`config.mk`:
```
export PLATFORM = sky130hd
export DESIGN_NAME = alu_share_ctrl_flat
export DESIGN_NICKNAME = d
export VERILOG_FILES = /design/src/rtl/alu_share_ctrl_if.sv /design/src/rtl/alu_share_ctrl.sv /design/src/flat_wrapper.sv
export SDC_FILE = /design/constraint.sdc
export NUM_CORES = 1
export LEC_CHECK = 0
export BUFFER_PORTS_ARGS = -buffer_cell sky130_fd_sc_hd__buf_2
export CAP_MARGIN = 0
export CORE_MARGIN = 2
export CORE_UTILIZATION = 42
export CTS_CLUSTER_DIAMETER = 100
export DETAILED_ROUTE_END_ITERATION = 12
export PLACE_DENSITY = 0.87
export SYNTH_ARGS = -nofsm -noshare
export SYNTH_HDL_FRONTEND = slang
export SYNTH_SLANG_ARGS = --single-unit
```
`constraint.sdc`:
```
create_clock -name CLK -period 2 [get_ports CLK]
set_clock_uncertainty 0.05 [all_clocks]
set_input_delay 0.4 -clock CLK [delete_from_list [all_inputs] [get_ports CLK]]
set_output_delay 0.4 -clock CLK [all_outputs]
set_load 0.1 [all_outputs]
```
`src/rtl/alu_share_ctrl_if.sv`:
```
// Request/response and ALU-side signal bundle for alu_share_ctrl.
// slave = the controller, master = requesters plus the shared ALU.
interface alu_share_ctrl_if;
  logic        REQ0_VALID;
  logic        REQ1_VALID;
  logic        REQ0_READY;
  logic        REQ1_READY;
  logic [31:0] REQ0_OP1;
  logic [31:0] REQ0_OP2;
  logic [31:0] REQ1_OP1;
  logic [31:0] REQ1_OP2;
  logic [5:0]  REQ0_OPRN;
  logic [5:0]  REQ1_OPRN;
  logic        RSP0_VALID;
  logic        RSP1_VALID;
  logic        RSP0_READY;
  logic        RSP1_READY;
  logic [31:0] RSP_DATA;
  logic        RSP_ZERO;
  logic        RSP_ERR;
  logic [31:0] ALU_OP1;
  logic [31:0] ALU_OP2;
  logic [5:0]  ALU_OPRN;
  logic [31:0] ALU_OUT;
  logic        ALU_ZERO;
  logic        BUSY;

  modport slave (
    input  REQ0_VALID, REQ1_VALID,
    input  REQ0_OP1, REQ0_OP2, REQ0_OPRN,
    input  REQ1_OP1, REQ1_OP2, REQ1_OPRN,
    input  RSP0_READY, RSP1_READY,
    input  ALU_OUT, ALU_ZERO,
    output REQ0_READY, REQ1_READY,
    output RSP0_VALID, RSP1_VALID,
    output RSP_DATA, RSP_ZERO, RSP_ERR,
    output ALU_OP1, ALU_OP2, ALU_OPRN,
    output BUSY
  );

  modport master (
    output REQ0_VALID, REQ1_VALID,
    output REQ0_OP1, REQ0_OP2, REQ0_OPRN,
    output REQ1_OP1, REQ1_OP2, REQ1_OPRN,
    output RSP0_READY, RSP1_READY,
    output ALU_OUT, ALU_ZERO,
    input  REQ0_READY, REQ1_READY,
    input  RSP0_VALID, RSP1_VALID,
    input  RSP_DATA, RSP_ZERO, RSP_ERR,
    input  ALU_OP1, ALU_OP2, ALU_OPRN,
    input  BUSY
  );
endinterface

```
`src/rtl/alu_share_ctrl.sv`:
```
// Round-robin sharing of one combinational ALU between two requesters.
// One op in flight; operands held for a per-opcode settle time.
module alu_share_ctrl #(
  parameter int unsigned ALU_WAIT = 1,
  parameter int unsigned MUL_WAIT = 4
) (
  input logic             CLK,
  input logic             RST,
  alu_share_ctrl_if.slave bus
);
  typedef enum logic [1:0] {
    IDLE,
    EXEC,
    RESP
  } state_e;

  localparam logic [5:0]  OP_MUL  = 6'h03;
  localparam logic [15:0] ALU_CNT = 16'(ALU_WAIT - 1);
  localparam logic [15:0] MUL_CNT = 16'(MUL_WAIT - 1);

  state_e      state_q;
  logic        ptr_q;
  logic        owner_q;
  logic        bad_q;
  logic        busy_q;
  logic [15:0] cnt_q;
  logic [31:0] op1_q;
  logic [31:0] op2_q;
  logic [5:0]  oprn_q;
  logic [31:0] data_q;
  logic        zero_q;
  logic        err_q;
  logic        vld0_q;
  logic        vld1_q;

  logic        idle;
  logic        gnt1;
  logic        rdy0;
  logic        rdy1;
  logic        acc;
  logic        sup;
  logic        rsp_hs;
  logic [31:0] op1_s;
  logic [31:0] op2_s;
  logic [5:0]  oprn_s;

  // ptr_q high means requester 1 wins a tie
  assign idle   = (state_q == IDLE);
  assign gnt1   = bus.REQ1_VALID & (~bus.REQ0_VALID | ptr_q);
  assign rdy0   = RST & idle & bus.REQ0_VALID & ~gnt1;
  assign rdy1   = RST & idle & gnt1;
  assign acc    = rdy0 | rdy1;

  assign op1_s  = gnt1 ? bus.REQ1_OP1  : bus.REQ0_OP1;
  assign op2_s  = gnt1 ? bus.REQ1_OP2  : bus.REQ0_OP2;
  assign oprn_s = gnt1 ? bus.REQ1_OPRN : bus.REQ0_OPRN;
  assign sup    = (oprn_s >= 6'h01) && (oprn_s <= 6'h09);

  assign rsp_hs = owner_q ? bus.RSP1_READY : bus.RSP0_READY;

  assign bus.REQ0_READY = rdy0;
  assign bus.REQ1_READY = rdy1;
  assign bus.RSP0_VALID = vld0_q;
  assign bus.RSP1_VALID = vld1_q;
  assign bus.RSP_DATA   = data_q;
  assign bus.RSP_ZERO   = zero_q;
  assign bus.RSP_ERR    = err_q;
  assign bus.ALU_OP1    = op1_q;
  assign bus.ALU_OP2    = op2_q;
  assign bus.ALU_OPRN   = oprn_q;
  assign bus.BUSY       = busy_q;

  always_ff @(posedge CLK or negedge RST) begin
    if (!RST) begin
      state_q <= IDLE;
      ptr_q   <= 1'b0;
      owner_q <= 1'b0;
      bad_q   <= 1'b0;
      busy_q  <= 1'b0;
      cnt_q   <= '0;
      op1_q   <= '0;
      op2_q   <= '0;
      oprn_q  <= '0;
      data_q  <= '0;
      zero_q  <= 1'b0;
      err_q   <= 1'b0;
      vld0_q  <= 1'b0;
      vld1_q  <= 1'b0;
    end else begin
      unique case (state_q)
        IDLE: begin
          if (acc) begin
            owner_q <= gnt1;
            ptr_q   <= ~gnt1;
            busy_q  <= 1'b1;
            state_q <= EXEC;
            bad_q   <= ~sup;
            // unsupported ops spend one EXEC cycle with the ALU idle
            if (sup) begin
              op1_q  <= op1_s;
              op2_q  <= op2_s;
              oprn_q <= oprn_s;
              cnt_q  <= (oprn_s == OP_MUL) ? MUL_CNT : ALU_CNT;
            end else begin
              cnt_q  <= '0;
            end
          end
        end
        EXEC: begin
          if (cnt_q == '0) begin
            data_q  <= bad_q ? 32'd0 : bus.ALU_OUT;
            zero_q  <= bad_q | bus.ALU_ZERO;
            err_q   <= bad_q;
            op1_q   <= '0;
            op2_q   <= '0;
            oprn_q  <= '0;
            vld0_q  <= ~owner_q;
            vld1_q  <= owner_q;
            state_q <= RESP;
          end else begin
            cnt_q <= cnt_q - 16'd1;
          end
        end
        RESP: begin
          if (rsp_hs) begin
            vld0_q  <= 1'b0;
            vld1_q  <= 1'b0;
            bad_q   <= 1'b0;
            busy_q  <= 1'b0;
            state_q <= IDLE;
          end
        end
        default: begin
          state_q <= IDLE;
          busy_q  <= 1'b0;
        end
      endcase
    end
  end
endmodule

```
`src/flat_wrapper.sv`:
```
// flat-port wrapper written by rule: the top's interface ports become plain ports
module alu_share_ctrl_flat 
#(
  parameter int unsigned ALU_WAIT = 1,
  parameter int unsigned MUL_WAIT = 4
)
  (CLK, RST, bus_REQ0_VALID, bus_REQ1_VALID, bus_REQ0_OP1, bus_REQ0_OP2, bus_REQ0_OPRN, bus_REQ1_OP1, bus_REQ1_OP2, bus_REQ1_OPRN, bus_RSP0_READY, bus_RSP1_READY, bus_ALU_OUT, bus_ALU_ZERO, bus_REQ0_READY, bus_REQ1_READY, bus_RSP0_VALID, bus_RSP1_VALID, bus_RSP_DATA, bus_RSP_ZERO, bus_RSP_ERR, bus_ALU_OP1, bus_ALU_OP2, bus_ALU_OPRN, bus_BUSY);
  alu_share_ctrl_if bus_i ();
  input logic CLK;
  input logic RST;
  input wire logic [$bits(bus_i.REQ0_VALID)-1:0] bus_REQ0_VALID;
  input wire logic [$bits(bus_i.REQ1_VALID)-1:0] bus_REQ1_VALID;
  input wire logic [$bits(bus_i.REQ0_OP1)-1:0] bus_REQ0_OP1;
  input wire logic [$bits(bus_i.REQ0_OP2)-1:0] bus_REQ0_OP2;
  input wire logic [$bits(bus_i.REQ0_OPRN)-1:0] bus_REQ0_OPRN;
  input wire logic [$bits(bus_i.REQ1_OP1)-1:0] bus_REQ1_OP1;
  input wire logic [$bits(bus_i.REQ1_OP2)-1:0] bus_REQ1_OP2;
  input wire logic [$bits(bus_i.REQ1_OPRN)-1:0] bus_REQ1_OPRN;
  input wire logic [$bits(bus_i.RSP0_READY)-1:0] bus_RSP0_READY;
  input wire logic [$bits(bus_i.RSP1_READY)-1:0] bus_RSP1_READY;
  input wire logic [$bits(bus_i.ALU_OUT)-1:0] bus_ALU_OUT;
  input wire logic [$bits(bus_i.ALU_ZERO)-1:0] bus_ALU_ZERO;
  output wire logic [$bits(bus_i.REQ0_READY)-1:0] bus_REQ0_READY;
  output wire logic [$bits(bus_i.REQ1_READY)-1:0] bus_REQ1_READY;
  output wire logic [$bits(bus_i.RSP0_VALID)-1:0] bus_RSP0_VALID;
  output wire logic [$bits(bus_i.RSP1_VALID)-1:0] bus_RSP1_VALID;
  output wire logic [$bits(bus_i.RSP_DATA)-1:0] bus_RSP_DATA;
  output wire logic [$bits(bus_i.RSP_ZERO)-1:0] bus_RSP_ZERO;
  output wire logic [$bits(bus_i.RSP_ERR)-1:0] bus_RSP_ERR;
  output wire logic [$bits(bus_i.ALU_OP1)-1:0] bus_ALU_OP1;
  output wire logic [$bits(bus_i.ALU_OP2)-1:0] bus_ALU_OP2;
  output wire logic [$bits(bus_i.ALU_OPRN)-1:0] bus_ALU_OPRN;
  output wire logic [$bits(bus_i.BUSY)-1:0] bus_BUSY;
  assign bus_i.REQ0_VALID = bus_REQ0_VALID;
  assign bus_i.REQ1_VALID = bus_REQ1_VALID;
  assign bus_i.REQ0_OP1 = bus_REQ0_OP1;
  assign bus_i.REQ0_OP2 = bus_REQ0_OP2;
  assign bus_i.REQ0_OPRN = bus_REQ0_OPRN;
  assign bus_i.REQ1_OP1 = bus_REQ1_OP1;
  assign bus_i.REQ1_OP2 = bus_REQ1_OP2;
  assign bus_i.REQ1_OPRN = bus_REQ1_OPRN;
  assign bus_i.RSP0_READY = bus_RSP0_READY;
  assign bus_i.RSP1_READY = bus_RSP1_READY;
  assign bus_i.ALU_OUT = bus_ALU_OUT;
  assign bus_i.ALU_ZERO = bus_ALU_ZERO;
  assign bus_REQ0_READY = bus_i.REQ0_READY;
  assign bus_REQ1_READY = bus_i.REQ1_READY;
  assign bus_RSP0_VALID = bus_i.RSP0_VALID;
  assign bus_RSP1_VALID = bus_i.RSP1_VALID;
  assign bus_RSP_DATA = bus_i.RSP_DATA;
  assign bus_RSP_ZERO = bus_i.RSP_ZERO;
  assign bus_RSP_ERR = bus_i.RSP_ERR;
  assign bus_ALU_OP1 = bus_i.ALU_OP1;
  assign bus_ALU_OP2 = bus_i.ALU_OP2;
  assign bus_ALU_OPRN = bus_i.ALU_OPRN;
  assign bus_BUSY = bus_i.BUSY;
  alu_share_ctrl #(.ALU_WAIT(ALU_WAIT), .MUL_WAIT(MUL_WAIT)) u_core (.CLK(CLK), .RST(RST), .bus(bus_i));
endmodule
```
==> flow_summary_export.csv <==
group,metric,value,unit
yosys,ys_top_cells_by_area,"dfrtp_1, mux2i_1, o2bb2ai_1",
clock_tree,insertion_delay,0.41,ns
finish,seq_area,0.00320,sq mm
clock_tree,clockRootBuffer,"clkbuf_16",
global_routing,groute.usage.overall,22.6,%
yosys,synth.distinct_cells,43,
worst_setup_path,cp.arrival,2.36,ns
yosys,synth_ff_type,"dfrtp_1",
sta,drv_slew,0,
sta,slew_headroom,26.9,%
yosys,synth_top_area_cell,"dfrtp_1",
clock_tree,clk_pin_slew,0.06,ns
yosys,yosysMostFrequentCell,"dfrtp_1",
detailed_routing,wl,18500,um
global_routing,grt_max_degree,89,
yosys,postSynthAreaPerCell,10.8,sq um
clock_tree,cts.sinks,128,
outcome,status,"complete, but fails checks",
placed_design,port_buffers,287,
sta,hold_viol_final,0,
clock_tree,cts_buffer_depth,2,
global_routing,antenna_found_initial,0,
placed_design,dpl.hpwl,13000,um
yosys,async_flop_share,100,%
finish,multi_input_area,0.00306,sq mm
finish,fillers,1094,
floorplanning,ios,288,
finish,syn2layout_area_growth,50.6,%
outcome,violations,"negative setup slack",
yosys,synth-edff-count,0,
yosys,ys_seq_area_share,52.1,%
yosys,syn-cell-area,0.00615,sq mm
sta,period_share,106,%
floorplanning,die_w,125,um
global_routing,gr-total-overflow,0,
global_routing,grt_pass1_vias,5579,
finish,num_antenna_cells,0,
floorplanning,die_h,125,um
detailed_routing,drt-initial-drc-count,307,
hold_path,hold_class,"in2async",
sta,setup_viol,82,
worst_setup_path,required,2.25,ns
floorplanning,fp-row-count,44,
detailed_routing,avgViaCountPerCell,5.25,
placed_design,placed_area,0.00821,sq mm
sta,fmax,474,MHz
yosys,synthCells,569,
floorplanning,start_util,42.6,%
detailed_routing,drcViolationCount,0,
detailed_routing,ant_nets,0,
finish,fin_util,64.2,%
clock_tree,cts-htree-levels,4,
worst_setup_path,critPathLaunchType,"flop",
floorplanning,core_area,0.0144,sq mm
detailed_routing,vias,5816,
flow_run,cap_violations,0,
finish,design_area,0.00926,sq mm
clock_tree,numCtsBuffers,17,
finish,finalNetCount,1094,
finish,drive_gt1_share,48.9,%
sta,worstMarginPinSlew,1.10,ns
worst_setup_path,crit_path_max_fanout,30,
worst_setup_path,criticalPathCategory,"reg2reg",
yosys,netlist_top_cells_count,"dfrtp_1, mux2i_1, o2bb2ai_1, nand2_1, o21ai_0",
placed_design,routabilityCongestion,0.902,
sta,setup_ws,-0.110,ns
yosys,ys.warnings.count,0,
sta,fin_crit,2.11,ns
yosys,syn_nets,753,
yosys,synth_seq_cells,128,
detailed_routing,drt-pass1-iter-count,5,
clock_tree,tritoncts,"built",
global_routing,grt_pass1_wl,28200,um
yosys,synth_top_area_share,52.1,%
sta,rsz0062_at_grt,"yes",
detailed_routing,wire_per_inst,16.7,um
placed_design,dp_worst_setup_slack,-0.177,ns
worst_setup_path,crit_path_end_kind,"flop",
floorplanning,design.die.area,0.0156,sq mm
## flip-flops by register name, summed over array words and instances, names as in the netlist
register	count
u_core.bus.RSP_ERR	1
u_core.bus.RSP0_VALID	1
u_core.bus.BUSY	1
u_core.bus.RSP_ZERO	1
u_core.ptr_q	1
u_core.cnt_q	16
u_core.state_q	2
u_core.bus.ALU_OPRN	6
u_core.owner_q	1
u_core.bus.RSP1_VALID	1
u_core.bus.ALU_OP1	32
u_core.bad_q	1
u_core.bus.ALU_OP2	32
u_core.bus.RSP_DATA	32
## worst max-delay path, stage by stage, from the launching register on
cell,delay (ns)
dfrtp_1,0.39
nor3_2,0.27
nand4_1,0.20
or2_4,0.29
a221o_2,0.43
buf_12,0.19
and2_4,0.16
## path summary, 6_finish.rpt
| check | startpoint | endpoint | slack (ns) | cells past startpoint |
|---|---|---|---|---|
| setup reg to reg | u_core.cnt_q[12]$_DFFE_PN0P_ | u_core.bus.ALU_OPRN[5]$_DFFE_PN0P_ | -0.11 | 6 |
| min in group CLK | bus_ALU_OUT[5] | u_core.bus.RSP_DATA[5]$_DFFE_PN0P_ | 0.19 | 3 |
| max in group asynchronous | RST | u_core.bus.ALU_OP2[28]$_DFFE_PN0P_ | 0.85 | 2 |
| setup / recovery | u_core.cnt_q[12]$_DFFE_PN0P_ | u_core.bus.ALU_OPRN[5]$_DFFE_PN0P_ | -0.11 | 6 |
| hold / removal | RST | u_core.bus.RSP_DATA[15]$_DFFE_PN0P_ | 0.08 | 2 |
| hold reg to reg | u_core.bus.RSP_DATA[13]$_DFFE_PN0P_ | u_core.bus.RSP_DATA[13]$_DFFE_PN0P_ | 0.42 | 2 |
## layer usage
layer	up-vias	track usage, %	part of all wire (%)
met5	-	0	0
met4	0	8.37	2.1
met3	37	5.73	5.9
met2	235	38.3	52
met1	2790	28.1	40
li1	2754	-	-
## layout make-up
class                           count  area share, %
Timing Repair Buffer              361           23.5
Clock inverter                     11           1.18
Clock buffer                       21           4.87
Tap cell                          184           2.49
Sequential cell                   128           34.6
Inverter                            8          0.324
Multi-Input combinational cell    394           33.0
## metrics by stage
step / setup TNS (ns) / instances / hold WS [ns]
after floorplan: -0.155 / 569 / 0.0544
after global placement: -10.71 / 1058 / 0.195
after detailed placement: -10.53 / 1058 / 0.198
after CTS: -1.68 / 1095 / 0.0856
after global routing: -13.79 / 1107 / 0.120
final: -6.25 / 1107 / 0.0819
## cell families after synthesis
group	count (synthesis)	synth area share, %
simple gates	173	14.2
mux	80	13.1
flops	128	52.1
compound gates	136	16.2
buf+inv	47	3.36
fa+ha+maj	5	1.02
## cell usage in the layout, fill, tap and decap left out, drive strengths merged, types with 8 or more instances in the layout
| cell | count |
|---|---|
| dfrtp | 128 |
| nand3 | 15 |
| clkinv | 8 |
| nand2b | 35 |
| clkbuf | 23 |
| o2bb2ai | 67 |
| nor2 | 27 |
| nor3 | 9 |
| mux2i | 74 |
| nand2 | 60 |
| inv | 9 |
| o21ai | 48 |
| buf | 358 |
## repair_timing
action | 4_1_cts | 5_1_grt
setup endpoints to repair | 82 | 117
gates cloned | 0 | 3
pin swaps | 4 | 18
hold buffers | 1 | 0
buffers inserted | 4 | 9
endpoints found under the hold margin | 5 | 0
resized for setup | 14 | 79
Power is not shown: default switching activity piles up to over one toggle a cycle in this logic, so the estimate is an artifact.
